==> src/rtl/st_video_analyzer.sv <==
// Measures hsync/vsync timing from the video core and classifies each frame as
// PAL50, NTSC60 or mono72, with a frame-aligned one-cycle vreset pulse.
module st_video_analyzer #(
    parameter int unsigned MONO_LEN_MIN  = 800,
    parameter int unsigned MONO_LEN_MAX  = 999,
    parameter int unsigned COL_LEN_MIN   = 1900,
    parameter int unsigned COL_LEN_MAX   = 2200,
    parameter int unsigned STABLE_FRAMES = 2
) (
    input  logic        clk32,
    input  logic        reset,
    input  logic        hsync_n,
    input  logic        vsync_n,
    output logic [1:0]  vmode,
    output logic        vreset,
    output logic        valid,
    output logic [11:0] line_len,
    output logic [9:0]  frame_lines
);

    localparam int unsigned LC_W   = 12;
    localparam int unsigned FC_W   = 10;
    localparam int unsigned CNT_W  = 3;
    localparam int unsigned MODE_W = 2;

    localparam logic [LC_W-1:0]  LC_MAX   = {LC_W{1'b1}};
    localparam logic [FC_W-1:0]  FC_MAX   = {FC_W{1'b1}};
    localparam logic [LC_W-1:0]  MONO_MIN = LC_W'(MONO_LEN_MIN);
    localparam logic [LC_W-1:0]  MONO_MAX = LC_W'(MONO_LEN_MAX);
    localparam logic [LC_W-1:0]  COL_MIN  = LC_W'(COL_LEN_MIN);
    localparam logic [LC_W-1:0]  COL_MAX  = LC_W'(COL_LEN_MAX);
    localparam logic [CNT_W-1:0] STABLE   = CNT_W'(STABLE_FRAMES);

    localparam logic [FC_W-1:0] MONO_LINES_MIN = FC_W'(480);
    localparam logic [FC_W-1:0] MONO_LINES_MAX = FC_W'(520);
    localparam logic [FC_W-1:0] PAL_LINES_MIN  = FC_W'(300);
    localparam logic [FC_W-1:0] PAL_LINES_MAX  = FC_W'(330);
    localparam logic [FC_W-1:0] NTSC_LINES_MIN = FC_W'(250);
    localparam logic [FC_W-1:0] NTSC_LINES_MAX = FC_W'(280);

    typedef enum logic [MODE_W-1:0] {
        MODE_PAL  = 2'b00,
        MODE_NTSC = 2'b01,
        MODE_MONO = 2'b10
    } mode_t;

    // FRAME_WAIT: no vsync seen since reset, so the current frame is partial
    typedef enum logic {
        FRAME_WAIT,
        FRAME_RUN
    } frame_state_t;

    frame_state_t     state, state_nx;
    logic             hs_q, vs_q;
    logic [LC_W-1:0]  lc, lc_nx;
    logic [FC_W-1:0]  fc, fc_nx;
    logic             armed, armed_nx;
    mode_t            cand, cand_nx;
    logic [CNT_W-1:0] count, count_nx;

    logic [MODE_W-1:0] vmode_nx;
    logic              vreset_nx;
    logic              valid_nx;
    logic [LC_W-1:0]   line_len_nx;
    logic [FC_W-1:0]   frame_lines_nx;

    logic  hs_fall, vs_fall;
    logic  len_mono, len_col;
    logic  cls_ok;
    mode_t cls;

    always_ff @(posedge clk32) begin
        if (reset) begin
            state       <= FRAME_WAIT;
            hs_q        <= 1'b1;
            vs_q        <= 1'b1;
            lc          <= '0;
            fc          <= '0;
            armed       <= 1'b0;
            cand        <= MODE_PAL;
            count       <= '0;
            vmode       <= '0;
            vreset      <= 1'b0;
            valid       <= 1'b0;
            line_len    <= '0;
            frame_lines <= '0;
        end else begin
            state       <= state_nx;
            hs_q        <= hsync_n;
            vs_q        <= vsync_n;
            lc          <= lc_nx;
            fc          <= fc_nx;
            armed       <= armed_nx;
            cand        <= cand_nx;
            count       <= count_nx;
            vmode       <= vmode_nx;
            vreset      <= vreset_nx;
            valid       <= valid_nx;
            line_len    <= line_len_nx;
            frame_lines <= frame_lines_nx;
        end
    end

    always_comb begin
        hs_fall        = hs_q & ~hsync_n;
        vs_fall        = vs_q & ~vsync_n;
        state_nx       = state;
        lc_nx          = lc;
        fc_nx          = fc;
        armed_nx       = armed;
        cand_nx        = cand;
        count_nx       = count;
        vmode_nx       = vmode;
        vreset_nx      = 1'b0;
        valid_nx       = valid;
        line_len_nx    = line_len;
        frame_lines_nx = frame_lines;

        // A saturated line counter means hsync has gone missing
        if (hs_fall) begin
            line_len_nx = (lc == LC_MAX) ? LC_MAX : lc + LC_W'(1);
            lc_nx       = '0;
        end else if (lc == LC_MAX) begin
            valid_nx = 1'b0;
            count_nx = '0;
        end else begin
            lc_nx = lc + LC_W'(1);
        end

        if (hs_fall && (fc != FC_MAX)) begin
            fc_nx = fc + FC_W'(1);
        end

        len_mono = (line_len_nx >= MONO_MIN) && (line_len_nx <= MONO_MAX);
        len_col  = (line_len_nx >= COL_MIN) && (line_len_nx <= COL_MAX);
        cls_ok   = 1'b1;
        cls      = MODE_PAL;
        if (len_mono && (fc >= MONO_LINES_MIN) && (fc <= MONO_LINES_MAX)) begin
            cls = MODE_MONO;
        end else if (len_col && (fc >= PAL_LINES_MIN) && (fc <= PAL_LINES_MAX)) begin
            cls = MODE_PAL;
        end else if (len_col && (fc >= NTSC_LINES_MIN) && (fc <= NTSC_LINES_MAX)) begin
            cls = MODE_NTSC;
        end else begin
            cls_ok = 1'b0;
        end

        // Frame close: an hsync in the same cycle belongs to the new frame
        if (vs_fall) begin
            frame_lines_nx = fc;
            fc_nx          = hs_fall ? FC_W'(1) : '0;
            state_nx       = FRAME_RUN;
            if (state == FRAME_RUN) begin
                if (!cls_ok) begin
                    valid_nx = 1'b0;
                    count_nx = '0;
                end else if (cls == cand) begin
                    count_nx = (count >= STABLE) ? STABLE : count + CNT_W'(1);
                end else begin
                    cand_nx  = cls;
                    count_nx = CNT_W'(1);
                end
                if (cls_ok && (count_nx == STABLE)) begin
                    vmode_nx = cls;
                    valid_nx = 1'b1;
                end
            end
        end

        if (hs_fall && (armed || vs_fall)) begin
            vreset_nx = 1'b1;
            armed_nx  = 1'b0;
        end else if (vs_fall) begin
            armed_nx = 1'b1;
        end
    end

endmodule

==> config.mk <==
export PLATFORM = sky130hd
export DESIGN_NAME = st_video_analyzer
export DESIGN_NICKNAME = d
export VERILOG_FILES = /design/src/rtl/st_video_analyzer.sv
export SDC_FILE = /design/constraint.sdc
export NUM_CORES = 1
export LEC_CHECK = 0
export BUFFER_PORTS_ARGS = -buffer_cell sky130_fd_sc_hd__buf_4
export CAP_MARGIN = 30
export CORE_UTILIZATION = 53
export DETAILED_ROUTE_END_ITERATION = 10
export PLACE_DENSITY = 0.8
export SLEW_MARGIN = 25
export SYNTH_ARGS = -nofsm -noshare
export SYNTH_HDL_FRONTEND = slang
export SYNTH_SLANG_ARGS = --single-unit
==> constraint.sdc <==
create_clock -name clk32 -period 3.1 [get_ports clk32]
set_clock_uncertainty 0.2 [all_clocks]
set_input_delay 0.62 -clock clk32 [delete_from_list [all_inputs] [get_ports clk32]]
set_output_delay 0.62 -clock clk32 [all_outputs]
set_load 0.02 [all_outputs]
Yosys cells after proc, flatten, opt, wreduce, memory -nomap -nowiden
Index checks and enable logic that the tools add are counted.
Operators by class
  add/subtract/negate cells: 3
  magnitude comparators: 11
  equal/unequal tests: 4
  mux-type cells: 27
  bitwise gates (word level): 5
  reductions and logical operators: 17
Operators by type and width (number)
  two-way mux 3 bit: 9
  two-way mux 12 bit: 2
  >= comparator 10 x 9 -> 1 bit (second input constant): 2
  <= comparator 10 x 9 -> 1 bit (second input constant): 2
  two-way mux 10 bit: 2
  two-way mux 1 bit: 13
  adder 12 x 1 -> 12 bit (second input constant): 1
  == test 12 bit (second input constant): 1
  >= comparator 12 x 10 -> 1 bit (second input constant): 1
  >= comparator 12 x 11 -> 1 bit (second input constant): 1
  <= comparator 12 x 10 -> 1 bit (second input constant): 1
  <= comparator 12 bit (second input constant): 1
  logical AND 1 bit: 11
  adder 10 x 1 -> 10 bit (second input constant): 1
  >= comparator 10 x 8 -> 1 bit (second input constant): 1
  <= comparator 10 bit (second input constant): 1
  inequality test 10 bit (second input constant): 1
  AND reduction 4 bit: 1
  OR reduction 2 bit: 2
  adder 3 x 1 -> 3 bit (second input constant): 1
  == test 3 x 2 -> 1 bit (second input constant): 1
  >= comparator 3 x 2 -> 1 bit (second input constant): 1
  NOT 1 bit: 3
  AND reduction 3 bit: 1
  5 further kinds: 6
Storage, ports and cells
  bits in registers: 57
  input bits: 4

Depth between registers and ports, before layout
Gate-level depths: netlist (run 1).
  word-level depth: 20
  depth in mapped cells: 12
  mapped depth without buffers: 10

Least setup slack after synthesis (run 1)
No wires, ideal clock.
  path kind: register to register
  from: register lc[0]
  to: register vmode[0]
  library setup time: 0.121 ns
  arrival time: 2.783 ns
  data required time: 2.779 ns
  slack: -0.004 ns
  cell stages (with the launch flop): 13
  period minus slack after synthesis: 3.104 ns
  path through: dfxtp_1 ha_1 and3_1 buf_2 and4_4 buf_6 o41ai_4 nand3_1 and4bb_4 a22oi_2 a221oi_4 nand3_2 mux2_4
On the way
  longest elaborated chain between the ends: 18
Ends and longest elaborated chain
  start: declaration: RTL line 55  | logic [LC_W-1:0] lc, lc_nx;
  start signal: assignment: RTL line 91  | lc <= lc_nx;
  adder 12 x 1 -> 12 bit or == test 12 bit (tied branches): RTL line 121  | line_len_nx = (lc == LC_MAX) ? LC_MAX : lc + LC_W'(1);
  two-way mux 12 bit (*): RTL line 121
  two-way mux 12 bit (*): RTL line 120  | if (hs_fall) begin
  >= comparator 12 x 11 -> 1 bit or <= comparator 12 bit (tied branches): RTL line 135  | len_col = (line_len_nx >= COL_MIN) && (line_len_nx <= COL_MAX);
  logical AND 1 bit: RTL line 135
  logical AND 1 bit (2 in series): RTL line 142  | end else if (len_col && (fc >= NTSC_LINES_MIN) && (fc <= NTSC_LINES_MAX)) begin
  two-way mux 1 bit: RTL line 142
  two-way mux 1 bit: RTL line 140  | end else if (len_col && (fc >= PAL_LINES_MIN) && (fc <= PAL_LINES_MAX)) begin
  two-way mux 2 bit: RTL line 138  | if (len_mono && (fc >= MONO_LINES_MIN) && (fc <= MONO_LINES_MAX)) begin
  == test 2 bit: RTL line 157  | end else if (cls == cand) begin
  two-way mux 3 bit: RTL line 157
  two-way mux 3 bit: RTL line 154  | if (!cls_ok) begin
  two-way mux 3 bit: RTL line 153  | if (state == FRAME_RUN) begin
  two-way mux 3 bit: RTL line 149  | if (vs_fall) begin
  == test 3 x 2 -> 1 bit: RTL line 163  | if (cls_ok && (count_nx == STABLE)) begin
  logical AND 1 bit: RTL line 163
  AND reduction 3 bit (no source line)
  end signal: assignment: RTL line 96  | vmode <= vmode_nx;
  end: declaration: RTL line 14  | output logic [1:0] vmode,
Mark *: on every way between the ends. The rest lies on a longest branch, timed or not. The select of a mux whose other input is x is not followed.
A chain may end at the register's enable or synchronous reset.

Final worst setup path (run 1)
  from: register lc[9]
  to: register vmode[0]
Same word-level chain as after synthesis.

==> results.ini, run 1 <==
[status]
status = finished, final reports clean

[routing]
wl_per_cell_um = 16.3
drc_errors = 0
drt_iter0_drc = 270
route.antenna.remaining_nets = 0
viasPerCell = 6.02
vias = 2928
finalWirelength_mm = 7.94
first_pass_iters = 5

[synthesis]
syn_area_per_cell_um2 = 8.26
syn_area_mm2 = 0.00291
ys_seq_elements = 57
syn_inst = 352
synth_nets = 360
synthFlopType = dfxtp_1
yosysWarnings = 0
ys_types = 68
ys_seq_area_share_pct = 39.2
async_reset_ff_share_pct = 0
synth-edff-count = 0

[critical_path]
cp.buffers_inverters = 2
path_delay_family = simple AND/OR/NAND/NOR gates
crit_top_cell = buf_4
critical_path_class = reg2reg
critPathCaptureType = register
crit_required_ps = 3130
cp_cell_sequence = and3_1 -> buf_4 -> nand4_2 -> a31o_1 -> buf_4 -> o211ai_1 -> and4bb_4 -> a22oi_2 -> a221oi_4 -> nand3_2 -> mux2_4
start_kind = register
cpMaxStageDelayCell = dfxtp_1
critPathArrivalTime_ps = 3070
cpPeakStageDelay_ps = 400
crit_path_max_fanout = 6

[placed_design]
portBuffers = 29
hpwl_mm = 5.37
place_area_mm2 = 0.00344
gp_congestion = 0.975

[clocking]
cts.path.max_buffers = 2
root_buffer = clkbuf_8
path_clk_slew_ps = 60
clk_latency_ps = 340
htreeDepth = 3
cts_tree = done
cts_made_buffers = 9
cts.sinks = 57
cts_hold_buf = 0
cts_setup_buffers = 0

[sta]
period_share_pct = 98.1
max_freq_mhz = 329
hold-worst-slack_ps = 254
finalMaxSlewViolations = 0
hold_violations = 0
tns_ps = 0
setup_viol = 0
period_minus_slack_ps = 3040
tightest_slew_ps = 465
relSlewSlack_pct = 68.2

[floorplan]
core_mm2 = 0.00520
rows = 26
die_x_um = 76.1
io_pins = 30
die_h_um = 76.1
initial_core_util_pct = 55.9
fp.dieArea_mm2 = 0.00579

[final_layout]
diodes = 0
syn2layout_area_growth_pct = 29.8
drive_gt1_share_pct = 31.5
fin_nets = 421
stdcell_area_mm2 = 0.00378
final_core_util_pct = 72.6

[global_route]
antenna_found_initial = 0
grt_usage_pct = 27.5
grt_pass1_vias = 2696
grt_max_degree = 33
gr-total-overflow = 0
grt_pass1_wl_mm = 12.6

[pwr]
p_per_area_mw_per_mm2 = 415
power_leakage_uw = 0.00145
ir_drop_v = 0.000361

[worst_hold_path]
hold_path_class = reg2reg

[job]
maxCapViolCount = 0

==> placed cells by master, fill, tap and decap left out, types with 3 or more instances in the layout <==
master / instances
and3_1: 4
a211oi_1: 3
o211ai_1: 5
xnor2_1: 6
a31oi_1: 3
nor2b_1: 4
dfxtp_2: 6
nor3_1: 11
nand2b_1: 5
buf_4: 72
nand2_1: 40
clkbuf_8: 11
a21oi_1: 27
or3_1: 3
o21ai_0: 8
nand3_1: 11
ha_1: 3
xor2_1: 4
a311oi_1: 4
inv_1: 6
nor4_4: 3
nand4_1: 5
dfxtp_1: 51
nor2_1: 45
and2_1: 6
==> through the flow <==
| stage | std cells | power (uW) | worst slack [ps] |
|---|---|---|---|
| after floorplan | 352 | 879 | 35.0 |
| after global placement | 472 | 950 | -23.1 |
| after detailed placement | 472 | 955 | -171 |
| after CTS | 486 | 1550 | 5.31 |
| after global routing | 486 | 1620 | -56.2 |
| final | 486 | 1570 | 59.9 |
==> cell families after synthesis <==
group	synth area share (%)
adders and majority gates	1.72
muxes	0.860
and+or+nand+nor	28.6
xor gates and xnor gates	3.01
buffers and inverters	5.12
DFF	39.2
AOI/OAI and AO/OA	21.5
==> where the power goes <==
part | internal, uW | leakage (uW) | switching (uW)
Clock | 321 | 0.0000871 | 287
Combinational | 81.2 | 0.000896 | 111
Sequential | 751 | 0.000466 | 16.0
Total | 1150 | 0.00145 | 414
==> flip-flops by register name, summed over array words and instances (netlist names) <==
register / count
vreset: 1
lc: 12
armed: 1
vs_q: 1
hs_q: 1
cand: 2
fc: 10
valid: 1
frame_lines: 10
count: 3
line_len: 12
vmode: 2
state: 1
==> Yosys cell counts (2+ instances only) <==
cell type / count / share of area (%)
inv_1: 6 / 0.77
nand2b_1: 5 / 1.1
nor2_1: 46 / 5.9
nor2b_1: 4 / 0.86
xor2_1: 4 / 1.2
a41oi_1: 2 / 0.60
nor3_1: 11 / 1.9
or3_1: 3 / 0.65
buf_2: 7 / 1.2
buf_6: 3 / 1.2
nor4b_1: 3 / 0.90
o311ai_1: 2 / 0.60
a21o_1: 2 / 0.52
nand3b_1: 2 / 0.52
o22ai_1: 2 / 0.43
and3_1: 6 / 1.3
or2_2: 2 / 0.43
a21oi_1: 27 / 4.6
nand4_1: 5 / 1.1
nor4_1: 4 / 0.86
nand2_1: 40 / 5.2
and4_1: 3 / 0.90
a2111oi_0: 2 / 0.60
clkbuf_1: 11 / 1.4
a311oi_1: 5 / 1.5
a211oi_1: 7 / 1.8
a31oi_1: 4 / 0.86
o21ai_0: 8 / 1.4
dfxtp_1: 57 / 39
nand3_1: 13 / 2.2
and2_1: 7 / 1.5
ha_1: 4 / 1.7
o211ai_1: 5 / 1.3
xnor2_1: 6 / 1.8
==> layout make-up <==
type	count	area [um2]
Multi-Input combinational cell	264	1780
Fill cell	373	1430
Sequential cell	57	1150
Timing Repair Buffer	73	561
Clock buffer	11	151
Tap cell	70	87.6
Inverter	8	30.0
Clock inverter	3	17.5
==> timing repair <==
item	4_1_cts	5_1_grt
endpoints found under the setup margin	6	8
resized for setup	6	33
pin swaps	0	10
==> metal layers <==
| metal | share of wire, % | GRT usage, % | up-vias | routed length (um) |
|---|---|---|---|---|
| met2 | 47 | 42.9 | 117 | 3740 |
| met4 | 2.4 | 13.8 | 0 | 193 |
| met1 | 44 | 35.5 | 1388 | 3500 |
| met3 | 6.4 | 6.83 | 23 | 507 |
| li1 | - | - | 1400 | - |
| met5 | 0 | 0 | - | 0 |
==> worst register-to-register path: cells and delay by family, from the launching register on <==
| family | cells | cell delay, ps |
|---|---|---|
| DFF | 1 | 400 |
| AOI/OAI and AO/OA | 4 | 750 |
| muxes | 1 | 320 |
| and+or+nand+nor | 4 | 920 |
| buffers and inverters | 2 | 350 |
==> worst paths after layout <==
path	startpoint	slack [ps]	to	cells after the start
worst max-delay path	lc[9]	60	vmode[0]	11
worst min-delay path	frame_lines[9]	250	frame_lines[9]	2
worst max register to register	lc[9]	60	vmode[0]	11
worst min register to register	frame_lines[9]	250	frame_lines[9]	2
(Power assumes the default switching activity.)
==> inputs of run 2 (changes only) <==
--- a/config.mk
+++ b/config.mk
@@ -7,9 +7,9 @@
 export LEC_CHECK = 0
 export BUFFER_PORTS_ARGS = -buffer_cell sky130_fd_sc_hd__buf_4
 export CAP_MARGIN = 30
-export CORE_UTILIZATION = 53
+export CORE_UTILIZATION = 55
 export DETAILED_ROUTE_END_ITERATION = 10
-export PLACE_DENSITY = 0.8
+export PLACE_DENSITY = 0.79
 export SLEW_MARGIN = 25
 export SYNTH_ARGS = -nofsm -noshare
 export SYNTH_HDL_FRONTEND = slang
==> constraint.sdc (replaced) <==
create_clock -name clk32 -period 3.5 [get_ports clk32]
set_clock_uncertainty 0.2 [all_clocks]
set_input_delay 0.35 -clock clk32 [delete_from_list [all_inputs] [get_ports clk32]]
set_output_delay 0.35 -clock clk32 [all_outputs]
set_load 0.02 [all_outputs]
==> run 2 against run 1 <==
- core utilization decreased by 5.5 points
- register-to-register slack gained 60 ps
- critical endpoint unchanged
- sequential share of layout area increased by 2.9 points
- first-iteration DRC count down 31%
- cell count is 7.0% lower
==> results.ini, run 2 (synthesis gave the netlist of run 1 again) <==
[status]
status = finished, final reports clean

[global_route]
grt_pass1_wl_mm = 11.4
grt_max_degree = 33
grt_pass1_vias = 2452
grt_usage_pct = 27.1
antenna_found_initial = 0
gr-total-overflow = 0

[routing]
finalWirelength_mm = 7.05
viasPerCell = 5.92
route.antenna.remaining_nets = 0
wl_per_cell_um = 15.6
drt_iter0_drc = 186
vias = 2675
drc_errors = 0
first_pass_iters = 4

[placed_design]
gp_congestion = 1.00
portBuffers = 29
dp_slack_ps = 42.1
hpwl_mm = 4.85

[sta]
period_minus_slack_ps = 3380
layout_setup_ws_ps = 115
hold_violations = 0
finalMaxSlewViolations = 0
max_freq_mhz = 295
setup_viol = 0
tns_ps = 0
period_share_pct = 96.7
relSlewSlack_pct = 55.9
tightest_slew_ps = 645

[floorplan]
initial_core_util_pct = 57.0
die_h_um = 74.7
rows = 26
die_x_um = 74.7
fp.dieArea_mm2 = 0.00558
io_pins = 30
core_mm2 = 0.00511

[final_layout]
mostFrequentLayoutCells = dfxtp_1 (57), nor2_1 (46), nand2_1 (40)
final_core_util_pct = 67.0
fin_nets = 385
syn2layout_area_growth_pct = 17.7
diodes = 0
layout_commonest_cell = dfxtp_1
n_fill_cell = 451
drive_gt1_share_pct = 20.2
reg_top3 = lc x12, line_len x12

[job]
maxCapViolCount = 0

[clocking]
cts_tree = done
cts.sinks = 57
cts_made_buffers = 9
htreeDepth = 3
cts_setup_buffers = 0
path_clk_slew_ps = 70
root_buffer = clkbuf_8
cts_hold_buf = 0
clk_latency_ps = 340
cts.path.max_buffers = 2

[critical_path]
critPathCaptureType = register
cpPeakStageDelay_ps = 470
critPathArrivalTime_ps = 3410
start_kind = register
cpMaxStageDelayCell = dfxtp_1
cp_cell_sequence = ha_1 -> nand3_1 -> o21a_1 -> a311oi_2 -> a31oi_1 -> nor2_1 -> nor3_2 -> a221o_1 -> nand3_2 -> mux2_4
crit_path_max_fanout = 7
critical_path_class = reg2reg
crit_required_ps = 3530

[pwr]
p_per_area_mw_per_mm2 = 442
power_uw = 1510
power_leakage_uw = 0.00125
ir_drop_v = 0.000249

[worst_hold_path]
hold_path_class = in2reg

==> run 2: changes by cell type in the layout (fill, tap and decap cells not counted), moves of 3 or more <==
cell	delta
dfxtp_2	-6
dfxtp_1	+6
nor4_4	-3
a211oi_1	+3
buf_4	-35
==> run 2: where the power goes <==
part	total, uW	internal, uW	switching (uW)
combinational	134	49.9	84.4
clock	702	437	265
sequential	679	665	13.9
==> run 2: worst max-delay path: cells and delay by family (launching register included) <==
kind,cells,cell delay (ps)
AO/OA/AOI/OAI,4,1350
AND/OR/NAND/NOR,4,680
flip-flops,1,470
multiplexers,1,300
adder cells (fa/ha/maj),1,250
==> run 2: repair_timing <==
| item | 4_1_cts | 5_1_grt |
|---|---|---|
| gates resized for setup | 0 | 7 |
| hold endpoints to repair | 0 | 0 |
| endpoints found under the setup margin | 0 | 7 |
==> run 2: layout make-up <==
type / instances / area (um2) / area share (%)
clock inverter: 5 / 77.6 / 2.27
clock buffer: 11 / 151 / 4.42
sequential: 57 / 1140 / 33.3
inverter: 8 / 30.0 / 0.877
multi-input combinational: 264 / 1660 / 48.4
timing repair buffer: 37 / 278 / 8.11
tap: 70 / 87.6 / 2.56
==> run 2: final timing paths <==
check / from / to / cells past startpoint / slack, ps
max: lc[0] / vmode[0] / 10 / 120
min: vsync_n / vs_q / 2 / 20
max reg2reg: lc[0] / vmode[0] / 10 / 120
min reg2reg: frame_lines[6] / frame_lines[6] / 2 / 260
==> run 2: through the flow <==
stage / cell area [um2] / hold slack, ps / cells
after detailed placement: 3160 / 251 / 436
after global routing: 3420 / 19.0 / 452
after CTS: 3380 / 18.0 / 452
after floorplan: 2910 / 227 / 352
after global placement: 3160 / 235 / 436
final: 3420 / 23.3 / 452
==> run 2: layer usage <==
layer  GRT usage, %  share of wire (%)  vias to the layer above
li1               -                  -                     1325
met5              0                  0                        -
met3           5.89                6.9                       15
met1           35.4                 45                     1236
met2           41.7                 46                       99
met4           14.7                2.1                        0
==> inputs of run 3 (changes only) <==
--- a/config.mk
+++ b/config.mk
@@ -9,6 +9,7 @@
 export CAP_MARGIN = 30
 export CORE_UTILIZATION = 55
 export DETAILED_ROUTE_END_ITERATION = 10
+export GPL_TIMING_DRIVEN = 0
 export PLACE_DENSITY = 0.79
 export SLEW_MARGIN = 25
 export SYNTH_ARGS = -nofsm -noshare
==> run 3 against run 2 <==
- hold slack got worse by 15 ps
- clock-buffer cell count unchanged
- sequential power hardly changed
- cell count up 3.3%
- critical path depth up 2
- sequential share of layout area down 0.27 points
- combinational power barely moved
- global-route usage shrank 0.41 points
- first-iteration DRC count is 23% higher
- critical path type unchanged
- largest cell class unchanged
- largest power group is now sequential cells
- highest routed layer unchanged
==> results.ini, run 3 (synthesis gave the netlist of run 1 again) <==
[pwr]
power_leakage_uw = 0.00128
p_per_area_mw_per_mm2 = 389
ir_drop_v = 0.000282
power_uw = 1340

[sta]
hold_violations = 0
relSlewSlack_pct = 49.2
tns_ps = 0
max_freq_mhz = 299
finalMaxSlewViolations = 0
setup_viol = 0
grt_setup_unrepaired = false
layout_setup_ws_ps = 157
period_share_pct = 95.5
period_minus_slack_ps = 3340
tightest_slew_ps = 742

[routing]
vias = 2759
met2_length_mm = 3.04
drt-met1-wl_mm = 3.24
drt_iter0_drc = 229
first_pass_iters = 5
route.antenna.remaining_nets = 0
viasPerCell = 5.91
wl_met3_um = 456
drc_errors = 0
wl_per_cell_um = 14.7
dr.max_layer_used = met4
finalWirelength_mm = 6.88

[final_layout]
stdcell_area_mm2 = 0.00345
n_fill_cell = 449
final_cells = 467
fin_nets = 401
reg_top3 = lc x12, line_len x12
syn2layout_area_growth_pct = 18.8
layout_commonest_cell = dfxtp_1
drive_gt1_share_pct = 20.2
diodes = 0
mostFrequentLayoutCells = dfxtp_1 (56), nor2_1 (46), nand2_1 (40)

[floorplan]
die_x_um = 74.7
fp.dieArea_mm2 = 0.00558
die_h_um = 74.7
rows = 26
initial_core_util_pct = 57.0
core_mm2 = 0.00511
io_pins = 30

[critical_path]
crit_required_ps = 3530
critPathArrivalTime_ps = 3380
cpMaxStageDelayCell = o41ai_4
start_kind = register
cp_cell_sequence = ha_1 -> and3_1 -> clkbuf_4 -> and4_4 -> buf_6 -> o41ai_4 -> nand3_1 -> and4bb_4 -> a22oi_2 -> a221oi_4 -> nand3_2 -> mux2_4
cpPeakStageDelay_ps = 370
crit_path_max_fanout = 10
critPathCaptureType = register
critical_path_class = reg2reg

[global_route]
grt_pass1_wl_mm = 11.3
grt_pass1_vias = 2455
gr-total-overflow = 0
grt_usage_pct = 26.7
grt_max_degree = 11
antenna_found_initial = 0

[clocking]
cts_hold_buf = 0
htreeDepth = 3
cts.sinks = 57
cts_made_buffers = 9
path_clk_slew_ps = 60
cts.path.max_buffers = 2
clk_latency_ps = 340
root_buffer = clkbuf_8
cts_tree = done

[status]
status = finished, final reports clean

[placed_design]
post-place-cells = 451
dp_slack_ps = 23.5
portBuffers = 29
gp_congestion = 0.903
place_area_mm2 = 0.00321
hpwl_mm = 4.83

[worst_hold_path]
hold_path_class = in2reg

[job]
maxCapViolCount = 0

==> run 3: cell count changes in the layout (fill, tap and decap cells not counted), sizes merged <==
cell | before | now
bufinv | 2 | 0
clkinvlp | 1 | 0
clkbuf | 11 | 24
clkinv | 3 | 5
buf | 37 | 40
==> run 3: power by group <==
group,internal [uW],switching [uW]
combinational,48.7,85.1
clock,267,262
sequential,665,14.5
==> run 3: area by class of cell <==
| cell class | count | area [um2] | area share, % |
|---|---|---|---|
| multi-input combinational | 264 | 1690 | 48.8 |
| sequential | 57 | 1140 | 33.1 |
| timing repair buffer | 30 | 225 | 6.52 |
| clock buffer | 11 | 141 | 4.09 |
| buffer | 23 | 121 | 3.51 |
| tap | 70 | 87.6 | 2.54 |
| inverter | 8 | 30.0 | 0.869 |
| clock inverter | 4 | 20.0 | 0.580 |
==> run 3: worst paths after layout <==
path,from,to,slack [ps],cells after the start
setup / recovery,lc[0],vmode[0],160,12
hold / removal,vsync_n,vs_q,9,2
setup reg to reg,lc[0],vmode[0],160,12
hold reg to reg,frame_lines[7],frame_lines[7],250,2
==> run 3: critical path, delay by kind of cell, from the launching register on <==
family          cells  cell delay, ps
compound gates      3             780
fa+ha+maj           1             240
buf+inv             2             330
flops               1             360
mux                 1             320
simple gates        5             990
==> run 3: timing repair <==
item | 4_1_cts | 5_1_grt
buffers inserted | 0 | 1
pin swaps | 1 | 4
gates resized for setup | 4 | 8
setup endpoints to repair | 1 | 7
==> run 3: through the flow <==
stage	util (%)	hold WS, ps
5_1_grt	67.6	21.9
3_3_place_gp	62.9	238
6_report	67.6	8.74
3_5_place_dp	62.9	247
4_1_cts	66.6	8.32
2_1_floorplan	-	227
==> run 3: layer usage <==
layer	vias up	track usage, %
li1	1356	-
met3	14	4.69
met2	101	41.5
met5	-	0
met1	1288	36.5
met4	0	11.1
